==> src/rtl/clock_period_meter_pkg.sv <==
// Shared definitions for the clock period meter: FSM state encoding and
// default parameter values.
package clock_period_meter_pkg;

  typedef enum logic [1:0] {
    IDLE      = 2'd0,
    WAIT_EDGE = 2'd1,
    MEASURE   = 2'd2
  } meter_state_e;

  localparam int DEFAULT_CNT_WIDTH   = 32;
  localparam int DEFAULT_SYNC_STAGES = 2;
  localparam int DEFAULT_TIMEOUT     = 100_000_000;

endpackage

==> src/rtl/clock_period_meter_sync_edge_detect.sv <==
// Synchronizes an asynchronous level into the clock_in domain and flags its
// rising edges. level_out is the synchronized level; rise_out is high for the
// one cycle in which the synchronized level goes from 0 to 1.
module sync_edge_detect
  import clock_period_meter_pkg::*;
#(
  parameter int SYNC_STAGES = DEFAULT_SYNC_STAGES
) (
  input  logic clock_in,
  input  logic reset,
  input  logic async_in,
  output logic level_out,
  output logic rise_out
);

  logic [SYNC_STAGES-1:0] sync_q, sync_d;
  logic                   level_dly_q, level_dly_d;

  // Shift the async input down the synchronizer chain and keep a delayed copy
  always_comb begin
    sync_d      = {sync_q[SYNC_STAGES-2:0], async_in};
    level_dly_d = sync_q[SYNC_STAGES-1];
  end

  // Synchronizer and edge-history registers
  always_ff @(posedge clock_in) begin
    if (reset) begin
      sync_q      <= '0;
      level_dly_q <= 1'b0;
    end else begin
      sync_q      <= sync_d;
      level_dly_q <= level_dly_d;
    end
  end

  assign level_out = sync_q[SYNC_STAGES-1];
  assign rise_out  = level_out & ~level_dly_q;

endmodule

==> src/rtl/clock_period_meter.sv <==
// One-shot period / high-time meter. After start, waits for a rising edge of
// the synchronized input, then counts clock_in cycles (and cycles spent high)
// up to the next rising edge. A timer bounds the whole measurement; on expiry
// the measurement is abandoned and the previous results are kept.
module clock_period_meter
  import clock_period_meter_pkg::*;
#(
  parameter int CNT_WIDTH   = DEFAULT_CNT_WIDTH,
  parameter int SYNC_STAGES = DEFAULT_SYNC_STAGES,
  parameter int TIMEOUT     = DEFAULT_TIMEOUT
) (
  input  logic                 clock_in,
  input  logic                 reset,
  input  logic                 sig_in,
  input  logic                 start,
  output logic                 busy,
  output logic                 valid,
  output logic                 timeout,
  output logic [CNT_WIDTH-1:0] period_count,
  output logic [CNT_WIDTH-1:0] high_count
);

  // Timer value on the last cycle a measurement may still complete
  localparam logic [CNT_WIDTH-1:0] TIMER_LAST = CNT_WIDTH'(TIMEOUT - 1);
  localparam logic [CNT_WIDTH-1:0] CNT_ONE    = CNT_WIDTH'(1);

  meter_state_e         state_q, state_d;
  logic [CNT_WIDTH-1:0] cnt_q, cnt_d;
  logic [CNT_WIDTH-1:0] hcnt_q, hcnt_d;
  logic [CNT_WIDTH-1:0] timer_q, timer_d;
  logic [CNT_WIDTH-1:0] period_q, period_d;
  logic [CNT_WIDTH-1:0] high_q, high_d;
  logic                 valid_q, valid_d;
  logic                 timeout_q, timeout_d;
  logic                 s;
  logic                 rise;

  sync_edge_detect #(
    .SYNC_STAGES(SYNC_STAGES)
  ) u_sync_edge_detect (
    .clock_in (clock_in),
    .reset    (reset),
    .async_in (sig_in),
    .level_out(s),
    .rise_out (rise)
  );

  // Next-state and counter logic; a completing rise takes priority over expiry
  always_comb begin
    state_d   = state_q;
    cnt_d     = cnt_q;
    hcnt_d    = hcnt_q;
    timer_d   = timer_q;
    period_d  = period_q;
    high_d    = high_q;
    valid_d   = 1'b0;
    timeout_d = 1'b0;
    case (state_q)
      IDLE: begin
        if (start) begin
          state_d = WAIT_EDGE;
          timer_d = '0;
        end
      end
      WAIT_EDGE: begin
        timer_d = timer_q + CNT_ONE;
        if (timer_q == TIMER_LAST) begin
          timeout_d = 1'b1;
          state_d   = IDLE;
        end else if (rise) begin
          state_d = MEASURE;
          cnt_d   = CNT_ONE;
          hcnt_d  = CNT_ONE;
        end
      end
      MEASURE: begin
        timer_d = timer_q + CNT_ONE;
        if (rise) begin
          period_d = cnt_q;
          high_d   = hcnt_q;
          valid_d  = 1'b1;
          state_d  = IDLE;
        end else if (timer_q == TIMER_LAST) begin
          timeout_d = 1'b1;
          state_d   = IDLE;
        end else begin
          cnt_d  = cnt_q + CNT_ONE;
          hcnt_d = hcnt_q + CNT_WIDTH'(s);
        end
      end
      default: state_d = IDLE;
    endcase
  end

  // FSM state register
  always_ff @(posedge clock_in) begin
    if (reset) begin
      state_q <= IDLE;
    end else begin
      state_q <= state_d;
    end
  end

  // Counters, timer, result registers and one-cycle status pulses
  always_ff @(posedge clock_in) begin
    if (reset) begin
      cnt_q     <= '0;
      hcnt_q    <= '0;
      timer_q   <= '0;
      period_q  <= '0;
      high_q    <= '0;
      valid_q   <= 1'b0;
      timeout_q <= 1'b0;
    end else begin
      cnt_q     <= cnt_d;
      hcnt_q    <= hcnt_d;
      timer_q   <= timer_d;
      period_q  <= period_d;
      high_q    <= high_d;
      valid_q   <= valid_d;
      timeout_q <= timeout_d;
    end
  end

  assign busy         = (state_q != IDLE);
  assign valid        = valid_q;
  assign timeout      = timeout_q;
  assign period_count = period_q;
  assign high_count   = high_q;

endmodule

==> config.mk <==
export PLATFORM = sky130hd
export DESIGN_NAME = clock_period_meter
export DESIGN_NICKNAME = d
export VERILOG_FILES = /design/src/rtl/clock_period_meter_pkg.sv /design/src/rtl/clock_period_meter_sync_edge_detect.sv /design/src/rtl/clock_period_meter.sv
export SDC_FILE = /design/constraint.sdc
export NUM_CORES = 1
export LEC_CHECK = 0
export ABC_AREA = 1
export ABC_CLOCK_PERIOD_IN_PS = 2000
export CAP_MARGIN = 20
export CORE_UTILIZATION = 45
export CTS_CLUSTER_SIZE = 30
export DETAILED_ROUTE_END_ITERATION = 12
export GPL_TIMING_DRIVEN = 0
export PLACE_DENSITY = 0.62
export SYNTH_ARGS = -nofsm -noshare
export SYNTH_HDL_FRONTEND = slang
export SYNTH_SLANG_ARGS = --single-unit
==> constraint.sdc <==
create_clock -name clock_in -period 2 [get_ports clock_in]
set_input_delay 0.2 -clock clock_in [delete_from_list [all_inputs] [get_ports clock_in]]
set_output_delay 0.2 -clock clock_in [all_outputs]
set_load 0.02 [all_outputs]
======== Word-level counts from Yosys, hierarchy flattened ========
Index checks and enable logic that the tools add are counted.
Widths: inputs -> output; s select.
cells by class
  div/mod/pow operators ................... 0
  reduce and logical (&&, ||, !) cells .... 10
  add/subtract/negate cells ............... 3
  equality and inequality tests ........... 10
  bitwise operators ....................... 3
  order comparisons ....................... 0
  mux-type cells .......................... 20
  multipliers ............................. 0
  shift-type cells ........................ 0
operator list
  kind                   number
  $mux 32                7
  $pmux 32 s2            3
  $add 32x1->32 const B  2
  $add 32x1->32          1
  $eq 32x27->1 const B   1
  $mux 2                 5
  $ne 2x2->1 const B     5
  $ne 3x3->1 const B     2
  $pmux 2 s3             1
  $reduce_bool 2->1      3
  $reduce_and 5->1       1
  $reduce_and 2->1       2
  $reduce_or 2->1        2
  $mux 1                 3
  $reduce_and 3->1       1
  $eq 2x1->1 const B     1
  $eq 2x2->1 const B     1
  $logic_not 2->1        1
  $not 1->1              2
  $pmux 1 s2             1
  $and 1x1->1            1
storage, ports and cells
  output and inout port bits .............. 67
  register bits after elaboration ......... 167
  bits in read-only memories .............. 0
  logic and storage cells ................. 56
  bits in writable memories ............... 0
  memories ................................ 0
  latch bits .............................. 0

======== Depth between registers and ports, before layout ========
Gate-level depths: netlist (run 1).
  depth in word-level cells ............... 5
  depth in mapped cells ................... 14

======== By module ========
From an unflattened synthesis (run 1), not the netlist that was laid out.
second synthesis, totals
  cells, all modules ...................... 1,222
  area, all modules ....................... 8,015.2 sq um
by module, submodules not included
  module              cells an instance  instances  area an instance (sq um)
  clock_period_meter  1,212              1          7,928.9
  sync_edge_detect    10                 1          86.3

======== Least setup slack after synthesis (run 1) ========
Ideal clock, no wire load.
  path kind ............................... register to register
  start point ............................. register state_q[0]
  end point ............................... register hcnt_q[4]
  data arrival time ....................... 1,689 ps
  stages on the path, launching flop included .. 13
  required time ........................... 1,882 ps
  library setup time ...................... 118 ps
  slack ................................... 193 ps
  cell sequence ........................... dfxtp_1 -> inv_1 -> ha_1 -> buf_6 -> inv_4 -> nor2_4 -> nor3_4 -> nand3_2 -> nand2_4 -> inv_4 -> buf_4 -> nand2_1 -> nor2_1
between the ends
  word-level cells in the longest chain between the ends .. 3
  elaborated cells between the ends (all ways) .. 9
RTL lines
  item                                                       line                       text
  start: declaration                                         clock_period_meter.sv:27   meter_state_e state_q, state_d;
  start signal: assignment                                   clock_period_meter.sv:100  state_q <= state_d;
  $eq 2x1->1 or $eq 2x2->1 (tied branches)                   clock_period_meter.sv:58   case (state_q)
  $ne 2x2->1 (no line) or $reduce_bool 2->1 (tied branches)  --
  $reduce_and 5->1 (no line)                                 --
  end signal: assignment                                     clock_period_meter.sv:116  hcnt_q <= hcnt_d;
  end: declaration                                           clock_period_meter.sv:29   logic [CNT_WIDTH-1:0] hcnt_q, hcnt_d;
Parallel ways exist; a longest one is shown, timed or not.
A chain may end at the register's enable or synchronous reset.

======== Final worst setup path (run 1) ========
  start point ............................. register state_q[0]
  end point ............................... register cnt_q[22]
between the ends
  word-level cells in the longest chain between the ends .. 3
  elaborated cells between the ends (all ways) .. 9
RTL lines
  item                                                       line                       text
  $eq 2x1->1 or $eq 2x2->1 (tied branches)                   clock_period_meter.sv:58
  $ne 2x2->1 (no line) or $reduce_bool 2->1 (tied branches)  --
  $reduce_and 5->1 (no line)                                 --
  end signal: assignment                                     clock_period_meter.sv:115  cnt_q <= cnt_d;
  end: declaration                                           clock_period_meter.sv:28   logic [CNT_WIDTH-1:0] cnt_q, cnt_d;
Parallel ways exist; a longest one is shown, timed or not.

==> impl_metrics.json, run 1 <==
{
  "die_w_um": 136,
  "fmax_mhz": 528,
  "core-area_mm2": 0.0175,
  "synthCells": 1236,
  "wl_per_cell_um": 15.4,
  "worstPathRequired_ns": 2.38,
  "synth-async-reset-ratio": 0,
  "cts_made_buffers": 17,
  "clk_latency_ns": 0.44,
  "synth_edf_count": 0,
  "p_int_mw": 6.22,
  "drive_gt1_frac": 0.0982,
  "rows": 48,
  "peakVddDrop_mv": 0.681,
  "power_density_mw_per_mm2": 953,
  "first_pass_iters": 5,
  "antenna_left": 0,
  "netSwitchingFraction": 0.357,
  "globalplace.congestion": 0.885,
  "p_leak_nw": 4.00,
  "post-place-ws_ns": -0.405,
  "tns_ns": 0,
  "endpoint_kind": "flop",
  "start_util": 0.464,
  "area_growth_pct": 25.0,
  "grt.total_usage": 0.271,
  "synth.avg_cell_area_um2": 6.57,
  "synth_top_area_frac": 0.412,
  "synthTopCellsByArea": "dfxtp_1 41%, nor2_1 12%, nand2_1 12%",
  "clkSinkCount": 167,
  "drv_cap": 0,
  "synthTopCellsByCount": "268 x nor2_1, 265 x nand2_1, 167 x dfxtp_1",
  "grt_first_pass_wirelength_mm": 38.7,
  "setup_viol": 0,
  "switchingPower_mw": 3.46,
  "finClkSkew_ns": 0.0123,
  "ioPinCount": 71,
  "ys_ff_latch": 167,
  "postCtsHoldBufs": 0,
  "syn_area_mm2": 0.00812,
  "synthFlopType": "dfxtp_1",
  "antenna_found_initial": 0,
  "yosysWarnings": 0,
  "die_y_um": 136,
  "remaining_drc_errors": 0,
  "synth_area_leader_cell": "dfxtp_1",
  "portBuffers": 69,
  "setup_ws_ns": 0.106,
  "grt_max_degree": 18,
  "grt_remaining_overflow": 0,
  "hp-class": "input port to flop",
  "worstMarginPinSlew_ns": 0.751,
  "routed_wl_mm": 24.3,
  "crit_arrival_ns": 2.28,
  "nFillCells": 1721,
  "ys_types": 38,
  "startpoint_type": "flop",
  "status": "finished, final reports clean",
  "rsz0062_at_grt": "true",
  "critPathKind": "flop to flop",
  "combPwrFrac": 0.299,
  "place_hpwl_mm": 17.2,
  "synth_most_common_cell": "nor2_1",
  "viasPerCell": 5.22,
  "drv_slew": 0,
  "hold_violations": 0,
  "seq_area_frac_synth": 0.412,
  "drt_iter0_drc": 601,
  "cts_tree": "yes",
  "vias": 8245,
  "cts.clk_slew.worst_paths_ns": 0.07,
  "maxSlewHeadroom": 0.499,
  "cp_max_fo": 8,
  "nets": 1353,
  "clk_path_buf_depth": 2,
  "root_buffer": "clkbuf_16",
  "final.period_utilization": 0.947,
  "clock_tree.htree_level_count": 4,
  "grt_pass1_vias": 7541,
  "layout_min_cycle_time_ns": 1.89,
  "clkPwrFrac": 0.331,
  "p_seq_frac": 0.370,
  "num_antenna_cells": 0,
  "dieArea_mm2": 0.0186,
  "mappedNetlistNets": 1247
}
## repair_timing
action | in CTS | in global routing
setup buffers | 5 | 11
cloned | 1 | 1
gates resized for setup | 43 | 52
pin swaps | 5 | 10
setup endpoints to repair | 112 | 119
## worst max-delay path, stage by stage, from the launching register on
cell	delay, ns
dfxtp_2	0.34
inv_1	0.06
ha_1	0.20
buf_6	0.14
inv_6	0.07
nor2_4	0.05
buf_12	0.15
inv_6	0.06
nand2_4	0.06
nor2_4	0.17
buf_8	0.15
buf_12	0.11
nand2_2	0.06
nand2_1	0.06
nand2_1	0.05
nor2_1	0.10
## power by group through the flow
stage	Clock, mW	Combinational [mW]	Sequential, mW
global placement	0	2.16	3.63
finish	3.21	2.89	3.58
global route	3.40	3.11	3.59
detailed placement	0	2.17	3.63
floorplan	0	1.33	3.68
CTS	3.26	2.51	3.56
## cell usage in the layout (no fill, tap or decap), drive strengths merged, types with 2 or more instances in the layout
master and n:
dfxtp 167, ha 7, o221ai 2, nor3 32, buf 34, xor2 12
o21ai 81, clkbuf 45, inv 144, nor4 3, nand3 69, nor2 275
nand2 268, o21bai 4, a21oi 83, clkinvlp 2, clkdlybuf4s50 68, nand4 44
a31oi 2, clkinv 5
## routing by layer
metal,share of wire,global-route usage
met1,0.47,0.364
met2,0.45,0.428
met3,0.060,0.0597
met4,0.019,0.0889
met5,0,0
## state kept, by name (all words and copies together), names as in the netlist
name	cells
hcnt_q	32
valid	1
high_count	32
u_sync_edge_detect.level_dly_q	1
cnt_q	32
period_count	32
timeout	1
u_sync_edge_detect.sync_q	2
state_q	2
timer_q	32
## stage by stage
step / hold slack (ns) / instances / total power, mW / util / area [um^2]
2_1_floorplan: 0.307 / 1236 / 5.01 / - / 8120
3_3_place_gp: 0.391 / 1530 / 5.79 / 0.520 / 9090
3_5_place_dp: 0.398 / 1530 / 5.79 / 0.520 / 9090
4_1_cts: 0.160 / 1568 / 9.33 / 0.565 / 9870
5_1_grt: 0.180 / 1580 / 10.1 / 0.581 / 10100
6_report: 0.167 / 1580 / 9.67 / 0.581 / 10100
## final timing paths
| check | startpoint | endpoint | slack [ns] | cells after the start |
|---|---|---|---|---|
| worst min register to register | u_sync_edge_detect.sync_q[0] | u_sync_edge_detect.sync_q[1] | 0.40 | 2 |
| worst max register to register | state_q[0] | cnt_q[22] | 0.11 | 15 |
| worst max-delay path | state_q[0] | cnt_q[22] | 0.11 | 15 |
| worst min-delay path | reset | hcnt_q[14] | 0.17 | 2 |
## final cells by class
class                           count  area (um^2)  share of cell area
Buffer                             45          298              0.0294
Clock buffer                       17          425              0.0419
Clock inverter                     15          135              0.0133
Inverter                          136          528              0.0520
Multi-Input combinational cell    889         4270               0.421
Sequential cell                   167         3350               0.330
Tap cell                          225          282              0.0277
Timing Repair Buffer               86          855              0.0842
## logic make-up (layout without fill, tap and decap cells)
family / count (synthesis) / in the layout / synth area share
fa+ha+maj: 7 / 7 / 0.0108
flops: 167 / 167 / 0.412
xor+xnor: 13 / 13 / 0.0140
compound gates: 174 / 174 / 0.111
simple gates: 694 / 695 / 0.360
buf+inv: 181 / 299 / 0.0914
No activity file was read; power rests on OpenSTA's default activity.
==> inputs of run 2 (changes only) <==
--- a/config.mk
+++ b/config.mk
@@ -13,6 +13,7 @@
 export DETAILED_ROUTE_END_ITERATION = 12
 export GPL_TIMING_DRIVEN = 0
 export PLACE_DENSITY = 0.62
+export SKIP_LAST_GASP = 1
 export SYNTH_ARGS = -nofsm -noshare
 export SYNTH_HDL_FRONTEND = slang
 export SYNTH_SLANG_ARGS = --single-unit
==> run 2 against run 1 <==
  * Flip-flop and latch count stayed put
  * Hold slack hardly changed
  * Sequential power hardly changed
  * Critical path depth stayed put
  * Die area stayed put
  * Design area hardly changed
  * Non-clock buffer count stayed put
  * Wire length is 0.19% lower
  * Power hardly changed
==> impl_metrics.json, run 2 (synthesis gave the netlist of run 1 again) <==
{
  "status": "finished, final reports clean",
  "final_cell_mix": "262 x nand2_1, 255 x nor2_1, 162 x dfxtp_1",
  "grt_first_pass_wirelength_mm": 38.7,
  "p_int_mw": 6.22,
  "utilization": 0.580,
  "nFillCells": 1720,
  "routed_wl_mm": 24.2,
  "core-area_mm2": 0.0175,
  "area_growth_pct": 25.0,
  "cts_tree": "yes",
  "cts_made_buffers": 17,
  "startpoint_type": "flop",
  "grt.total_usage": 0.271,
  "setup_viol": 0,
  "path_buf_inv": 7,
  "hold_slack_ns": 0.167,
  "remaining_drc_errors": 0,
  "top_usage_layer": "met2",
  "critPathKind": "flop to flop",
  "clkPwrFrac": 0.332,
  "clk_latency_ns": 0.44,
  "grt_use_met3": 0.0597,
  "p_seq_frac": 0.370,
  "postCtsHoldBufs": 0,
  "setup_ws_ns": 0.0708,
  "grt_max_degree": 18,
  "clock_tree.htree_level_count": 4,
  "dieArea_mm2": 0.0186,
  "multi_input_area_mm2": 0.00426,
  "fmax_mhz": 518,
  "hold_violations": 0,
  "clk_path_buf_depth": 2,
  "first_pass_iters": 5,
  "crit_top_cell": "nand2_1",
  "post-place-ws_ns": -0.405,
  "combPwrFrac": 0.298,
  "crit_arrival_ns": 2.31,
  "cp_max_fo": 8,
  "cts.clk_slew.worst_paths_ns": 0.07,
  "drv_cap": 0,
  "fin_cells": 1580,
  "endpoint_kind": "flop",
  "dp.cells": 1530,
  "peakVddDrop_mv": 0.683,
  "critical_path_cell_count": 15,
  "portBuffers": 69,
  "p_leak_nw": 4.00,
  "antenna_found_initial": 0,
  "layout_commonest_cell": "nand2_1",
  "regArea_mm2": 0.00335,
  "wl_per_cell_um": 15.3,
  "rows": 48,
  "place_hpwl_mm": 17.2,
  "hp-class": "input port to flop",
  "grt_util_met2": 0.428,
  "hold_depth": 2,
  "worstMarginPinSlew_ns": 0.751,
  "nets": 1353,
  "grt_pass1_vias": 7541,
  "globalplace.congestion": 0.885,
  "finClkSkew_ns": 0.0124,
  "grt_remaining_overflow": 0,
  "viasPerCell": 5.20,
  "start_util": 0.464,
  "maxSlewHeadroom": 0.500,
  "num_antenna_cells": 0,
  "crit_path_cell_trace": "inv_1, ha_1, buf_6, inv_6, nor2_4, buf_12, inv_6, nand2_4, nor2_4, buf_8, buf_12, nand2_1, nand2_1, nand2_1, nor2_1",
  "die_w_um": 136,
  "drv_slew": 0,
  "rsz0062_at_grt": "true",
  "netSwitchingFraction": 0.357,
  "tns_ns": 0,
  "worstPathRequired_ns": 2.38,
  "rr_worst_depth": 15,
  "drive_gt1_frac": 0.0959,
  "postPlaceCellArea_mm2": 0.00909,
  "layout_min_cycle_time_ns": 1.93,
  "root_buffer": "clkbuf_16",
  "antenna_left": 0,
  "power_density_mw_per_mm2": 953,
  "cp_slowest_stage_delay_ns": 0.34,
  "final.period_utilization": 0.965,
  "vias": 8213,
  "power_mw": 9.67,
  "switchingPower_mw": 3.45,
  "die_y_um": 136,
  "crit_family": "buffers and inverters",
  "ioPinCount": 71,
  "grtUsageMet1": 0.364,
  "clkSinkCount": 167,
  "design_area_mm2": 0.0101,
  "worst_path_max_delay_cell": "dfxtp_2",
  "drt_iter0_drc": 703
}
run 2: timing repair:
action                                  CTS  global route
endpoints found under the setup margin  112           119
cloned                                    1             1
pin swaps                                 4            11
setup buffers                             5            11
gates resized for setup                  42            51
run 2: layout make-up:
| type | instances | share of cell area |
|---|---|---|
| clock buffers | 17 | 0.0419 |
| repair buffers | 86 | 0.0843 |
| inverters | 136 | 0.0521 |
| multi-input cells | 889 | 0.420 |
| plain buffers | 45 | 0.0297 |
| well taps | 225 | 0.0278 |
| clock inverters | 15 | 0.0133 |
| flip-flops and latches | 167 | 0.330 |
run 2: layer usage:
layer,wire length (um),up-vias
li1,-,4189
met1,11500,3784
met2,10800,206
met3,1320,34
met4,517,0
met5,0,-
run 2: worst reg2reg max path, cell delays in order (launching register included):
cell and delay, ns:
dfxtp_2 0.34, inv_1 0.06, ha_1 0.20, buf_6 0.14
inv_6 0.07, nor2_4 0.05, buf_12 0.15, inv_6 0.07
nand2_4 0.06, nor2_4 0.17, buf_8 0.16, buf_12 0.12
nand2_1 0.08, nand2_1 0.07, nand2_1 0.05, nor2_1 0.10
run 2: worst paths after layout:
path	startpoint	to	slack (ns)
worst max-delay path	state_q[0]	cnt_q[22]	0.07
worst min-delay path	reset	hcnt_q[14]	0.17
worst max register to register	state_q[0]	cnt_q[22]	0.07
worst min register to register	u_sync_edge_detect.sync_q[0]	u_sync_edge_detect.sync_q[1]	0.40
run 2: power groups by stage:
stage                     Combinational [mW]  Sequential (mW)  Clock, mW
after floorplan                         1.33             3.68          0
after global placement                  2.16             3.63          0
after detailed placement                2.17             3.63          0
after CTS                               2.51             3.56       3.26
after global routing                    3.11             3.59       3.40
final                                   2.88             3.58       3.21
